==> config.mk <==
export PLATFORM = sky130hd
export DESIGN_NAME = ex_mem_stage
export DESIGN_NICKNAME = d
export VERILOG_FILES = /design/src/rtl/ex_mem_stage.sv
export SDC_FILE = /design/constraint.sdc
export NUM_CORES = 1
export LEC_CHECK = 0
export ABC_CLOCK_PERIOD_IN_PS = 7990
export BUFFER_PORTS_ARGS = -buffer_cell sky130_fd_sc_hd__buf_2
export CORE_MARGIN = 5
export CORE_UTILIZATION = 45
export CTS_CLUSTER_DIAMETER = 30
export CTS_CLUSTER_SIZE = 14
export DETAILED_ROUTE_END_ITERATION = 10
export PLACE_DENSITY_LB_ADDON = 0.05
export SYNTH_ARGS = -nofsm -noshare
export SYNTH_HDL_FRONTEND = slang
export SYNTH_SLANG_ARGS = --single-unit
==> constraint.sdc <==
create_clock -name clk -period 7.99 [get_ports clk]
set_input_delay 0 -clock clk [delete_from_list [all_inputs] [get_ports clk]]
set_output_delay 0 -clock clk [all_outputs]
set_load 0.05 [all_outputs]
==> src/rtl/ex_mem_stage.sv <==
// ex_mem_stage: EX/MEM pipeline boundary with a 2-entry skid FIFO.
// Each accepted instruction is decoded at push time. The decode produces the aligned address,
// the byte offset, the load/store byte-lane masks, the lane-shifted store data and a trap flag.
// These results are stored next to alu_res and the opaque payload. The outputs always show the
// head entry.
//
// Ports
//   clk, rst          clock; synchronous active-low reset
//   flush             drop every held entry (wins over push/pop)
//   in_valid/in_ready upstream handshake; in_ready comes from registered occupancy only
//   opcode, funct3    instruction fields used for decode
//   alu_res           effective address / ALU result
//   store_data        raw store operand
//   payload_in/out    sideband carried unmodified
//   out_valid/ready   downstream handshake
//   addr_aligned      alu_res with the byte-offset bits cleared
//   alu_res_out       alu_res as captured
//   byte_off          low address bits inside one XLEN word
//   wmask, rmask      byte-lane masks (zero when trapping or not a memory access)
//   wdata             store data shifted onto its byte lanes
//   trap              illegal opcode/funct3 or misaligned access
module ex_mem_stage #(
  parameter int unsigned XLEN             = 32,
  parameter int unsigned PAYLOAD_W        = 128,
  parameter int unsigned ALLOW_MISALIGNED = 0,
  localparam int unsigned NB              = XLEN / 8,
  localparam int unsigned OW              = $clog2(NB)
) (
  input  logic                 clk,
  input  logic                 rst,
  input  logic                 flush,
  input  logic                 in_valid,
  output logic                 in_ready,
  input  logic [6:0]           opcode,
  input  logic [2:0]           funct3,
  input  logic [XLEN-1:0]      alu_res,
  input  logic [XLEN-1:0]      store_data,
  input  logic [PAYLOAD_W-1:0] payload_in,
  output logic                 out_valid,
  input  logic                 out_ready,
  output logic [XLEN-1:0]      addr_aligned,
  output logic [XLEN-1:0]      alu_res_out,
  output logic [OW-1:0]        byte_off,
  output logic [NB-1:0]        wmask,
  output logic [NB-1:0]        rmask,
  output logic [XLEN-1:0]      wdata,
  output logic                 trap,
  output logic [PAYLOAD_W-1:0] payload_out
);

  localparam logic [6:0] OpLoad   = 7'b0000011;
  localparam logic [6:0] OpStore  = 7'b0100011;
  localparam logic [6:0] OpLui    = 7'b0110111;
  localparam logic [6:0] OpAuipc  = 7'b0010111;
  localparam logic [6:0] OpImm    = 7'b0010011;
  localparam logic [6:0] OpReg    = 7'b0110011;
  localparam logic [6:0] OpJal    = 7'b1101111;
  localparam logic [6:0] OpJalr   = 7'b1100111;
  localparam logic [6:0] OpBranch = 7'b1100011;

  typedef enum logic [1:0] {SzB, SzH, SzW, SzD} size_e;

  typedef struct packed {
    logic [XLEN-1:0]      addr_aligned;
    logic [XLEN-1:0]      alu_res;
    logic [OW-1:0]        byte_off;
    logic [NB-1:0]        wmask;
    logic [NB-1:0]        rmask;
    logic [XLEN-1:0]      wdata;
    logic                 trap;
    logic [PAYLOAD_W-1:0] payload;
  } entry_t;

  // ---------------------------------------------------------------------------
  // Decode of the incoming instruction
  // ---------------------------------------------------------------------------
  size_e           size;
  logic            mem_acc;
  logic            is_store;
  logic            legal;
  logic            misal;
  logic            trap_c;
  logic [OW-1:0]   off;
  logic [NB-1:0]   base_mask;
  logic [NB-1:0]   acc_mask;
  logic [NB-1:0]   wmask_c;
  logic [NB-1:0]   rmask_c;
  logic [XLEN-1:0] wdata_c;
  logic [XLEN-1:0] addr_c;
  entry_t          new_entry;

  assign off = alu_res[OW-1:0];

  always_comb begin
    mem_acc  = 1'b0;
    is_store = 1'b0;
    legal    = 1'b0;
    size     = SzB;
    case (opcode)
      OpLoad: begin
        mem_acc = 1'b1;
        case (funct3)
          3'b000, 3'b100: begin size = SzB; legal = 1'b1;         end
          3'b001, 3'b101: begin size = SzH; legal = 1'b1;         end
          3'b010:         begin size = SzW; legal = 1'b1;         end
          3'b110:         begin size = SzW; legal = (XLEN == 64); end  // lwu
          3'b011:         begin size = SzD; legal = (XLEN == 64); end  // ld
          default:        legal = 1'b0;
        endcase
      end
      OpStore: begin
        mem_acc  = 1'b1;
        is_store = 1'b1;
        case (funct3)
          3'b000:  begin size = SzB; legal = 1'b1;         end
          3'b001:  begin size = SzH; legal = 1'b1;         end
          3'b010:  begin size = SzW; legal = 1'b1;         end
          3'b011:  begin size = SzD; legal = (XLEN == 64); end
          default: legal = 1'b0;
        endcase
      end
      // funct3 010/011 are the only unassigned branch encodings
      OpBranch: legal = (funct3[2:1] != 2'b01);
      OpLui, OpAuipc, OpImm, OpReg, OpJal, OpJalr: legal = 1'b1;
      default: legal = 1'b0;
    endcase
  end

  always_comb begin
    misal = 1'b0;
    if (ALLOW_MISALIGNED == 0) begin
      case (size)
        SzH:     misal = off[0];
        SzW:     misal = |off[1:0];
        SzD:     misal = |off;
        default: misal = 1'b0;
      endcase
    end
  end

  assign trap_c = ~legal | (mem_acc & misal);

  always_comb begin
    base_mask = '0;
    case (size)
      SzB:     base_mask[0]   = 1'b1;
      SzH:     base_mask[1:0] = 2'b11;
      SzW:     base_mask[3:0] = 4'hF;
      default: base_mask      = '1;
    endcase
  end

  // Lanes shifted past the word are dropped by the NB-bit result width.
  // Double accesses cover the full word and are never shifted.
  assign acc_mask = (size == SzD) ? base_mask : (base_mask << off);
  assign wmask_c  = (mem_acc &  is_store & ~trap_c) ? acc_mask : '0;
  assign rmask_c  = (mem_acc & ~is_store & ~trap_c) ? acc_mask : '0;
  assign wdata_c  = is_store ? (store_data << {off, 3'b000}) : store_data;
  assign addr_c   = {alu_res[XLEN-1:OW], {OW{1'b0}}};

  always_comb begin
    new_entry              = '0;
    new_entry.addr_aligned = addr_c;
    new_entry.alu_res      = alu_res;
    new_entry.byte_off     = off;
    new_entry.wmask        = wmask_c;
    new_entry.rmask        = rmask_c;
    new_entry.wdata        = wdata_c;
    new_entry.trap         = trap_c;
    new_entry.payload      = payload_in;
  end

  // ---------------------------------------------------------------------------
  // 2-entry FIFO
  // ---------------------------------------------------------------------------
  entry_t     mem_q [2];
  logic       rd_ptr_q, rd_ptr_d;
  logic       wr_ptr_q, wr_ptr_d;
  logic [1:0] cnt_q, cnt_d;
  logic       push;
  logic       pop;
  entry_t     head;

  assign in_ready  = (cnt_q != 2'd2);
  assign out_valid = (cnt_q != 2'd0);
  assign push      = in_valid & in_ready;
  assign pop       = out_valid & out_ready;

  always_comb begin
    cnt_d    = cnt_q;
    rd_ptr_d = rd_ptr_q;
    wr_ptr_d = wr_ptr_q;
    if (flush) begin
      cnt_d    = 2'd0;
      rd_ptr_d = 1'b0;
      wr_ptr_d = 1'b0;
    end else begin
      if (push) wr_ptr_d = ~wr_ptr_q;
      if (pop)  rd_ptr_d = ~rd_ptr_q;
      case ({push, pop})
        2'b10:   cnt_d = cnt_q + 2'd1;
        2'b01:   cnt_d = cnt_q - 2'd1;
        default: cnt_d = cnt_q;
      endcase
    end
  end

  always_ff @(posedge clk) begin
    if (!rst) begin
      cnt_q    <= 2'd0;
      rd_ptr_q <= 1'b0;
      wr_ptr_q <= 1'b0;
      mem_q[0] <= '0;
      mem_q[1] <= '0;
    end else begin
      cnt_q    <= cnt_d;
      rd_ptr_q <= rd_ptr_d;
      wr_ptr_q <= wr_ptr_d;
      if (push && !flush) mem_q[wr_ptr_q] <= new_entry;
    end
  end

  assign head         = mem_q[rd_ptr_q];
  assign addr_aligned = head.addr_aligned;
  assign alu_res_out  = head.alu_res;
  assign byte_off     = head.byte_off;
  assign wmask        = head.wmask;
  assign rmask        = head.rmask;
  assign wdata        = head.wdata;
  assign trap         = head.trap;
  assign payload_out  = head.payload;

endmodule

Yosys cells after proc, flatten, opt, wreduce, memory -nomap -nowiden
Memories as Yosys holds them, arrays and structs flattened. A register that Yosys moved wholly into a read port is not among the register bits.
Cells that the tools add are included.

storage, ports and cells
  memory bits (writable) = 466
  word-level logic and storage cells = 86
  register bits after elaboration = 4
  input port bits = 207
  memories kept = 1
  output and inout port bits = 237

cells by class
  reductions and logical operators = 17
  bitwise gates (word level) = 14
  muxes and demuxes = 25
  equal/unequal tests = 22
  add/sub/neg operators = 2
  shift operators = 2

memory list
  memory  words  width  rd ports  clocked after Yosys merged registers in  write ports  line  RTL
  mem_q   2      233    1         1                                        2            176   entry_t mem_q [2];

operators with widths
  operator                                              count
  2-to-1 mux 233 bit                                    1
  OR reduction 233 bit                                  1
  2-to-1 mux 32 bit                                     1
  << shifter 32 x 5 -> 32 bit                           1
  equality test 7 x 6 -> 1 bit (second input constant)  3
  equality test 7 bit (second input constant)           3
  equality test 7 x 5 -> 1 bit (second input constant)  2
  OR reduction 2 bit                                    7
  2-to-1 mux 1 bit                                      13
  2-to-1 mux 4 bit                                      3
  case mux 2 bit (3 select lines)                       2
  equality test 3 bit (second input constant)           3
  case mux 2 bit (2 select lines)                       2
  bitwise AND 1 bit                                     7
  equality test 7 x 2 -> 1 bit (second input constant)  1
  equality test 2 bit (second input constant)           3
  equality test 3 x 2 -> 1 bit (second input constant)  2
  NOT 1 bit                                             6
  OR reduction 6 bit                                    1
  OR reduction 5 bit                                    1
  equality test 2 x 1 -> 1 bit (second input constant)  2
  case mux 1 bit (4 select lines)                       1
  nonzero test 2 bit                                    2
  << shifter 4 x 2 -> 4 bit                             1
  other kinds (13)                                      13

Logic depth before layout (Yosys ltp)
Gate-level depths: netlist of run 1.

  depth in word-level cells = 13
  gate-level depth with buffers = 7
  gate-level depth less buffers = 6

Worst setup path before layout of run 1
No wires, ideal clock.

  path type = register to register
  start point = reg cnt_q[1]
  end point = mem mem_q[0][0] in the netlist's numbering (enable)
  required time = 6.387 ns
  library setup time = 1.603 ns
  path buffers = 1
  clock period less this slack = 6.277 ns
  arrival = 4.674 ns
  cell stages (with the launch flop) = 5
  setup slack = 1.713 ns
  cells stage by stage = dfxtp_1 -> or2b_1 -> nand4_1 -> clkbuf_1 -> nand2_1

RTL lines
  what                      line  RTL
  start: declaration        179   logic [1:0] cnt_q, cnt_d;
  start signal: assignment  216   cnt_q <= cnt_d;
  end: declaration          176

==> results of run 1 <==
-- registers in the layout (all words and copies together) (netlist names), named ones only --
name / flops
cnt_q: 2
mem_q: 402
rd_ptr_q: 1
wr_ptr_q: 1
-- per-layer routing --
metal / GRT usage [%] / vias to the layer above / part of all wire, %
li1: - / 5856 / -
met1: 26.5 / 6133 / 41
met2: 33.7 / 423 / 48
met3: 6.26 / 89 / 7.8
met4: 7.59 / 6 / 2.7
met5: 0 / - / 0.084
-- cell type report --
cell class / instances / area (sq um) / share of cell area, %
Sequential cell: 407 / 12200 / 46.7
Tap cell: 532 / 666 / 2.55
Clock buffer: 101 / 2400 / 9.20
Antenna cell: 1 / 2.50 / 0.00959
Clock inverter: 71 / 815 / 3.12
Multi-Input combinational cell: 727 / 5730 / 22.0
Timing Repair Buffer: 644 / 4230 / 16.2
Inverter: 22 / 82.6 / 0.316
-- worst reg2reg max path, delay by kind of cell, from the launching register on --
kind | cells | cell delay [ns]
buffers and inverters | 3 | 1.74
AND/OR/NAND/NOR | 3 | 0.89
flip-flops | 1 | 0.38
-- layout by cell type, fill, tap and decap left out, drive strengths merged, types with 8 or more instances in the layout --
cell and n:
buf 455, o22ai 17, and2 351, edfxtp 402, nor2 26, mux2 202
a41oi 8, clkbuf 101, inv 28, dlygate4sd3 189, bufinv 17, nor2b 10
clkinv 39, a2bb2oi 8, clkinvlp 9, nor3 23, o22a 8, mux2i 16
-- timing repair --
item                                   4_1_cts  5_1_grt
endpoints found under the hold margin      374        0
hold buffers                               189        0
setup buffers                                0        0
-- power breakdown --
group	internal [uW]	switching [uW]
Combinational	250	537
Sequential	2470	25.3
Clock	2690	1160
Total	5410	1720
-- kinds of logic (layout without fill, tap and decap cells) --
family          after synthesis  after routing  synth area share, %
compound gates               67             67                 2.91
xor+xnor                      4              4                0.188
fa+ha+maj                     1              1               0.0673
buf+inv                     138            838                 3.92
flops                       407            407                 65.4
mux                         218            218                 13.1
other cells                   1              3               0.0202
simple gates                435            435                 14.3
-- through the flow --
stage,utilization [%],hold WS (ns),total power [uW],worst slack [ns]
after detailed placement,51.4,0.290,3250,4.46
after CTS,63.9,0.00314,7200,4.43
after global placement,51.4,0.285,3240,4.45
after floorplan,-,0.198,3060,1.71
final,63.9,0.0478,7130,4.58
after global routing,63.9,0.0452,7380,4.29
-- how the worst min path moves through the flow --
| stage | start | endpoint | cells past startpoint |
|---|---|---|---|
| after floorplan | payload_in[0] | mem_q[0][0] | 1 |
| after global placement | payload_in[32] | mem_q[0][32] | 2 |
| after detailed placement | payload_in[43] | mem_q[1][43] | 2 |
| after CTS | store_data[13] | mem_q[1][150] | 5 |
| after global routing | store_data[10] | mem_q[1][139] | 4 |
| final | store_data[13] | mem_q[0][150] | 5 |
==> impl_metrics.py, run 1 <==
metrics = {
    "grt": {
        "antenna_found_initial": 4,
        "grt_pass1_vias": 13100,
        "grt_usage_pct": 20.7,
        "grt_max_degree": 162,
        "grt_pass1_wl_um": 73000,
        "grt_overflow_total": 0,
    },
    "layout": {
        "area_delta_synth_final_pct": 40.3,
        "final_cell_count_no_fill": 2505,
        "fin_area_sq_um": 26100,
        "fillers": 3167,
        "nets": 2103,
        "drive_gt1_share_pct": 41.7,
    },
    "die": {
        "dieArea_sq_um": 45500,
        "core_area_sq_um": 40800,
        "num_rows": 74,
        "die_y_um": 213,
        "ioPinCount": 444,
        "die_w_um": 213,
        "start_util_pct": 45.6,
    },
    "power": {
        "p_per_area_nw_per_um2": 273,
        "p_leak_uw": 0.0109,
        "irDropWorstVdd_mv": 0.246,
    },
    "clock_tree": {
        "clock_sinks": 407,
        "cts_resized": 0,
        "ctsLongestPathBuffers": 3,
        "cts_tree": "done",
        "numCtsBuffers": 93,
        "htree_levels": 3,
        "clock-root-buffer": "clkbuf_16",
        "cts.clk_slew.worst_paths_ns": 0.05,
        "clk_latency_ns": 0.58,
    },
    "synthesis": {
        "avgSynthCellArea_sq_um": 14.6,
        "ys_seq_area_share_pct": 65.4,
        "async_reset_ff_share_pct": 0,
        "synth_cell_types": 54,
        "synth_edf_count": 402,
        "synth_cells": 1271,
        "synth_ff_type": "edfxtp_1",
        "netlist_area_sq_um": 18600,
        "synth_top_cell_area_share_pct": 64.9,
        "yosys.cell_count.top_type": "edfxtp_1",
        "synthTopCellsByArea": "edfxtp_1 (65%), mux2_2 (12%), and2_1 (12%)",
        "synth_top_area_cell": "edfxtp_1",
        "ys_seq_elements": 407,
        "ys_warn_count": 0,
        "yosys-top-cells-count": "edfxtp_1 (402), and2_1 (351), mux2_2 (201)",
    },
    "critical_path": {
        "slowest_delay_ns": 0.81,
        "start_kind": "register",
        "reg2reg_setup_slack_ns": 4.58,
        "worstSetupPathType": "reg2reg",
        "cp-end-kind": "register",
        "crit_end": "mem_q[0][99]",
        "reg2reg_to": "mem_q[0][99]",
        "critPathLaunch": "cnt_q[0]",
        "crit_slowest_cell": "buf_4",
        "cp_common_cell": "buf_4",
        "cp.required_ns": 8.20,
        "crit_chain": "or2b_1, nand4_1, buf_4, nand2_4, buf_4, buf_4",
        "r2r_start": "cnt_q[0]",
        "rr_worst_depth": 6,
        "cp_data_arrival_time_ns": 3.62,
        "path_delay_family": "buffers and inverters",
        "path_buf_inv": 3,
        "crit_cells": 6,
        "crit_fanout": 63,
    },
    "timing": {
        "finalSetupViolCount": 0,
        "period_share_pct": 42.7,
        "period_minus_slack_ns": 3.41,
        "fmax_ghz": 0.293,
        "final_max_slew_viol_count": 0,
        "clock_skew_ns": 0.00989,
        "worst-slew-pin-transition_ns": 0.971,
        "setup_tns_ns": 0,
        "finalHoldViolCount": 0,
        "slew_headroom_pct": 35.3,
        "rsz0062_at_grt": "no",
    },
    "routing": {
        "ant_nets": 0,
        "first_iter_violations": 720,
        "via_count": 12500,
        "drc": 0,
        "routed_wl_um": 48900,
        "drt-pass1-iter-count": 5,
        "vias_per_cell": 4.99,
        "route.detailed.wl_per_inst_um": 19.5,
    },
    "placement": {
        "dp_cells": 2143,
        "gp_congestion": 0.779,
        "placed_cell_area_sq_um": 21000,
        "post-dp-hpwl_um": 30000,
        "port_buffers": 441,
    },
    "outcome": {
        "status": "completed",
    },
    "min_path": {
        "min_path_type": "in2reg",
    },
    "job": {
        "maxCapViolations": 0,
    },
}
Power figures use the tool's default switching activity.
==> run 2: changes to the inputs <==
ABC_CLOCK_PERIOD_IN_PS = 3010   (was 7990)
clock period = 3.01 ns   (was 7.99 ns; I/O delays follow)
==> run 2 against run 1 <==
Against the previous run:
- critical endpoint is now mem_q[1][151]
- core utilization rose by 0.14 points
- combinational power increased to 2.7 times the previous value
- total power grew to 2.6 times the previous value
- flip-flop and latch count unchanged
- via count up 0.53%
- sequential power rose to 2.7 times the previous value
- highest routed layer unchanged
==> impl_metrics.py, run 2 (synthesis gave the netlist of run 1 again) <==
metrics = {
    "timing": {
        "period_minus_slack_ns": 2.51,
        "slew_headroom_pct": 49.0,
        "hold_slack_ns": 0.0306,
        "final_max_slew_viol_count": 0,
        "finalHoldViolCount": 0,
        "clock_skew_ns": 0.0175,
        "setup_tns_ns": 0,
        "rsz0062_at_grt": "no",
        "period_share_pct": 83.3,
        "fmax_ghz": 0.399,
        "worst-slew-pin-transition_ns": 0.763,
        "finalSetupViolCount": 0,
    },
    "clock_tree": {
        "ctsLongestPathBuffers": 3,
        "clk_latency_ns": 0.61,
        "clock_sinks": 407,
        "clock-root-buffer": "clkbuf_16",
        "cts.clk_slew.worst_paths_ns": 0.04,
        "numCtsBuffers": 95,
        "postCtsSetupBuffers": 0,
        "htree_levels": 3,
        "cts_tree": "done",
    },
    "critical_path": {
        "path_buf_inv": 4,
        "start_kind": "input port",
        "cp-end-kind": "register",
        "reg2reg_setup_slack_ns": 0.96,
        "crit_chain": "dlygate4sd3_1, buf_2, nor3b_4, and3_1, buf_4, mux2i_1, dlygate4sd3_1, nor2_1",
        "crit_slowest_cell": "dlygate4sd3_1",
        "slowest_delay_ns": 0.60,
        "cp_common_cell": "dlygate4sd3_1",
        "cp_data_arrival_time_ns": 2.85,
        "path_delay_family": "buffers and inverters",
        "cp.required_ns": 3.35,
        "crit_fanout": 10,
        "worstSetupPathType": "in2reg",
    },
    "grt": {
        "antenna_found_initial": 5,
        "grt_pass1_vias": 13100,
        "grt_pass1_wl_um": 74000,
        "grt_usage_pct": 21.1,
        "grt_max_degree": 134,
        "grt_overflow_total": 0,
    },
    "routing": {
        "ant_nets": 0,
        "drt-pass1-iter-count": 5,
        "drc": 0,
        "vias_per_cell": 4.98,
        "via_count": 12600,
        "first_iter_violations": 832,
        "route.detailed.wl_per_inst_um": 19.7,
        "routed_wl_um": 49700,
    },
    "placement": {
        "post-dp-hpwl_um": 31000,
        "dp_cells": 2152,
        "placed_cell_area_sq_um": 21200,
        "port_buffers": 441,
        "gp_congestion": 0.792,
    },
    "layout": {
        "largest_reg_flops": 402,
        "regMostFlops": "mem_q",
        "fin_area_sq_um": 26200,
        "area_delta_synth_final_pct": 40.6,
        "final_cell_mix": "buf_2 (441), edfxtp_1 (402), and2_1 (351)",
        "drive_gt1_share_pct": 41.5,
        "final_cell_count_no_fill": 2523,
        "final_common_cell": "buf_2",
        "nets": 2115,
        "reg_top3": "mem_q x402, cnt_q x2",
    },
    "outcome": {
        "status": "completed",
    },
    "job": {
        "maxCapViolations": 0,
    },
    "die": {
        "die_y_um": 213,
        "dieArea_sq_um": 45500,
        "die_w_um": 213,
        "core_area_sq_um": 40800,
        "ioPinCount": 444,
        "start_util_pct": 45.6,
        "num_rows": 74,
    },
    "power": {
        "p_per_area_nw_per_um2": 702,
        "irDropWorstVdd_mv": 0.468,
        "p_leak_uw": 0.0109,
    },
    "min_path": {
        "min_path_type": "in2reg",
    },
}
-- run 2: layout make-up --
type / count / area [sq um]
diodes: 3 / 7.51
clock buffers: 111 / 2460
clock inverters: 67 / 602
fillers: 3117 / 14700
inverters: 22 / 82.6
multi-input cells: 727 / 5750
flip-flops and latches: 407 / 12200
well taps: 532 / 666
repair buffers: 654 / 4420
-- run 2: through the flow --
stage / worst slack [ns] / power [uW] / util [%]
floorplan: 0.339 / 8080 / -
global placement: 0.933 / 8640 / 51.9
detailed placement: 0.914 / 8650 / 51.9
CTS: 0.572 / 18500 / 64.0
global route: 0.370 / 19000 / 64.1
finish: 0.502 / 18400 / 64.1
-- run 2: worst paths after layout --
path / start / end / cells after the start
max: opcode[5] / mem_q[1][151] / 8
min: store_data[13] / mem_q[1][150] / 5
max reg2reg: cnt_q[0] / mem_q[1][153] / 4
min reg2reg: cnt_q[1] / cnt_q[1] / 2
-- run 2: worst reg2reg max path, stage by stage (launching register included) --
cell	delay, ns
dfxtp_1	0.37
or2b_1	0.20
nand4_1	0.26
nand2_8	0.49
buf_4	0.39
-- run 2: power by group --
| group | internal [uW] | total, uW | switching, uW |
|---|---|---|---|
| clock network | 6480 | 9610 | 3130 |
| registers | 6540 | 6610 | 61.8 |
| logic | 689 | 2140 | 1450 |
-- run 2: per-layer routing --
metal	vias up	track usage (%)	part of all wire, %
met5	-	0	0.034
met4	4	8.07	2.8
met3	86	5.23	7.2
met2	429	34.5	48
met1	6172	27.6	42
li1	5882	-	-
-- run 2: what timing repair did --
item / in CTS / in global routing
hold endpoints to repair: 378 / 0
resized for setup: 0 / 0
hold buffers: 190 / 0
==> run 3: changes to the inputs <==
ABC_CLOCK_PERIOD_IN_PS = 2600   (was 3010)
clock period = 2.6 ns   (was 3.01 ns; I/O delays follow)
==> run 3 against run 2 <==
Against the previous run:
- die area did not move
- total power rose by 19%
- highest routed layer is now met4
- core utilization rose by 0.78 points
==> impl_metrics.py, run 3 (synthesis gave the netlist of run 1 again) <==
metrics = {
    "outcome": {
        "status": "completed",
    },
    "timing": {
        "setup_tns_ns": 0,
        "finalHoldViolCount": 0,
        "slew_headroom_pct": 63.9,
        "final_max_slew_viol_count": 0,
        "setup_ws_ns": 0.235,
        "period_minus_slack_ns": 2.36,
        "finalSetupViolCount": 0,
        "fmax_ghz": 0.423,
        "worst-slew-pin-transition_ns": 0.540,
        "rsz0062_at_grt": "no",
        "clock_skew_ns": 0.0124,
        "period_share_pct": 91.0,
    },
    "routing": {
        "vias_per_cell": 4.95,
        "route.detailed.wl_per_inst_um": 19.8,
        "routed_wl_um": 50200,
        "drt-pass1-iter-count": 5,
        "ant_nets": 0,
        "first_iter_violations": 678,
        "via_count": 12600,
        "drc": 0,
    },
    "grt": {
        "grt_usage_pct": 21.4,
        "grt_max_degree": 88,
        "grt_pass1_wl_um": 75200,
        "antenna_found_initial": 4,
        "grt_util_met2_pct": 35.9,
        "use_met3_pct": 5.97,
        "grtUsageMet1_pct": 26.3,
        "busiest_layer": "met2",
        "grt_overflow_total": 0,
        "grt_pass1_vias": 13400,
    },
    "placement": {
        "post-dp-hpwl_um": 31900,
        "port_buffers": 441,
        "gp_congestion": 0.781,
        "placed_cell_area_sq_um": 21300,
        "pre_cts_ws_ns": 0.561,
    },
    "layout": {
        "final_common_cell": "buf_2",
        "final_util_pct": 64.8,
        "final_cell_mix": "buf_2 (441), edfxtp_1 (402), and2_1 (351)",
        "area_delta_synth_final_pct": 42.3,
        "regMostFlops": "mem_q",
        "reg_top3": "mem_q x402, cnt_q x2",
        "drive_gt1_share_pct": 41.9,
        "nets": 2132,
        "fin_area_sq_um": 26500,
        "largest_reg_flops": 402,
    },
    "critical_path": {
        "cp_data_arrival_time_ns": 2.36,
        "start_kind": "register",
        "crit_fanout": 63,
        "cp-end-kind": "primary output",
        "worstSetupPathType": "reg2out",
        "cp.required_ns": 2.60,
    },
    "clock_tree": {
        "numCtsBuffers": 97,
        "clock-root-buffer": "clkbuf_16",
        "cts.clk_slew.worst_paths_ns": 0.04,
        "cts_tree": "done",
        "clk_latency_ns": 0.61,
        "htree_levels": 3,
        "ctsLongestPathBuffers": 3,
        "clock_sinks": 407,
    },
    "die": {
        "start_util_pct": 45.6,
        "num_rows": 74,
        "dieArea_sq_um": 45500,
        "die_y_um": 213,
        "core_area_sq_um": 40800,
        "die_w_um": 213,
        "ioPinCount": 444,
    },
    "min_path": {
        "min_path_type": "in2reg",
    },
    "job": {
        "maxCapViolations": 0,
    },
    "power": {
        "irDropWorstVdd_mv": 0.619,
        "p_leak_uw": 0.0110,
        "p_per_area_nw_per_um2": 822,
        "p_total_uw": 21800,
    },
}
==> run 3: path summary, 6_finish.rpt <==
kind / startpoint / endpoint / slack, ns / depth (start not counted)
min: store_data[10] / mem_q[0][147] / 0.04 / 5
min reg2reg: cnt_q[1] / cnt_q[1] / 0.50 / 2
max reg2reg: cnt_q[0] / mem_q[1][162] / 0.54 / 5
max: register / addr_aligned[30] / 0.24 / 3
==> run 3: per-layer routing <==
layer / vias to the layer above / wire length (um)
met1: 6144 / 19800
met4: 0 / 1550
met2: 434 / 25000
li1: 5899 / -
met5: - / 0
met3: 78 / 3780
==> run 3: per-stage QoR <==
step	hold slack (ns)	instances
floorplan	0.198	1272
global placement	0.285	2163
detailed placement	0.290	2163
CTS	0.00195	2532
global route	0.0448	2536
finish	0.0400	2536
==> run 3: worst max-delay path, stage by stage (launching register included) <==
cell and delay (ns):
dfxtp_4 0.64, buf_12 0.35, mux2_2 0.44, buf_2 0.23
==> run 3: area by class of cell <==
cell class,instances,area (sq um)
multi-input combinational,727,5750
inverter,22,82.6
sequential,407,12200
antenna,4,10.0
clock inverter,67,734
clock buffer,108,2470
timing repair buffer,669,4590
tap,532,666
fill,3052,14400
==> run 3: timing repair <==
action	CTS	global route
resized for setup	0	0
setup endpoints to repair	0	0
endpoints found under the hold margin	379	0
hold buffers	194	0
setup buffers	0	0
==> run 3: power breakdown <==
group          switching (uW)  internal, uW
Clock                    3760          7880
Sequential               78.0          7580
Combinational            1670           814
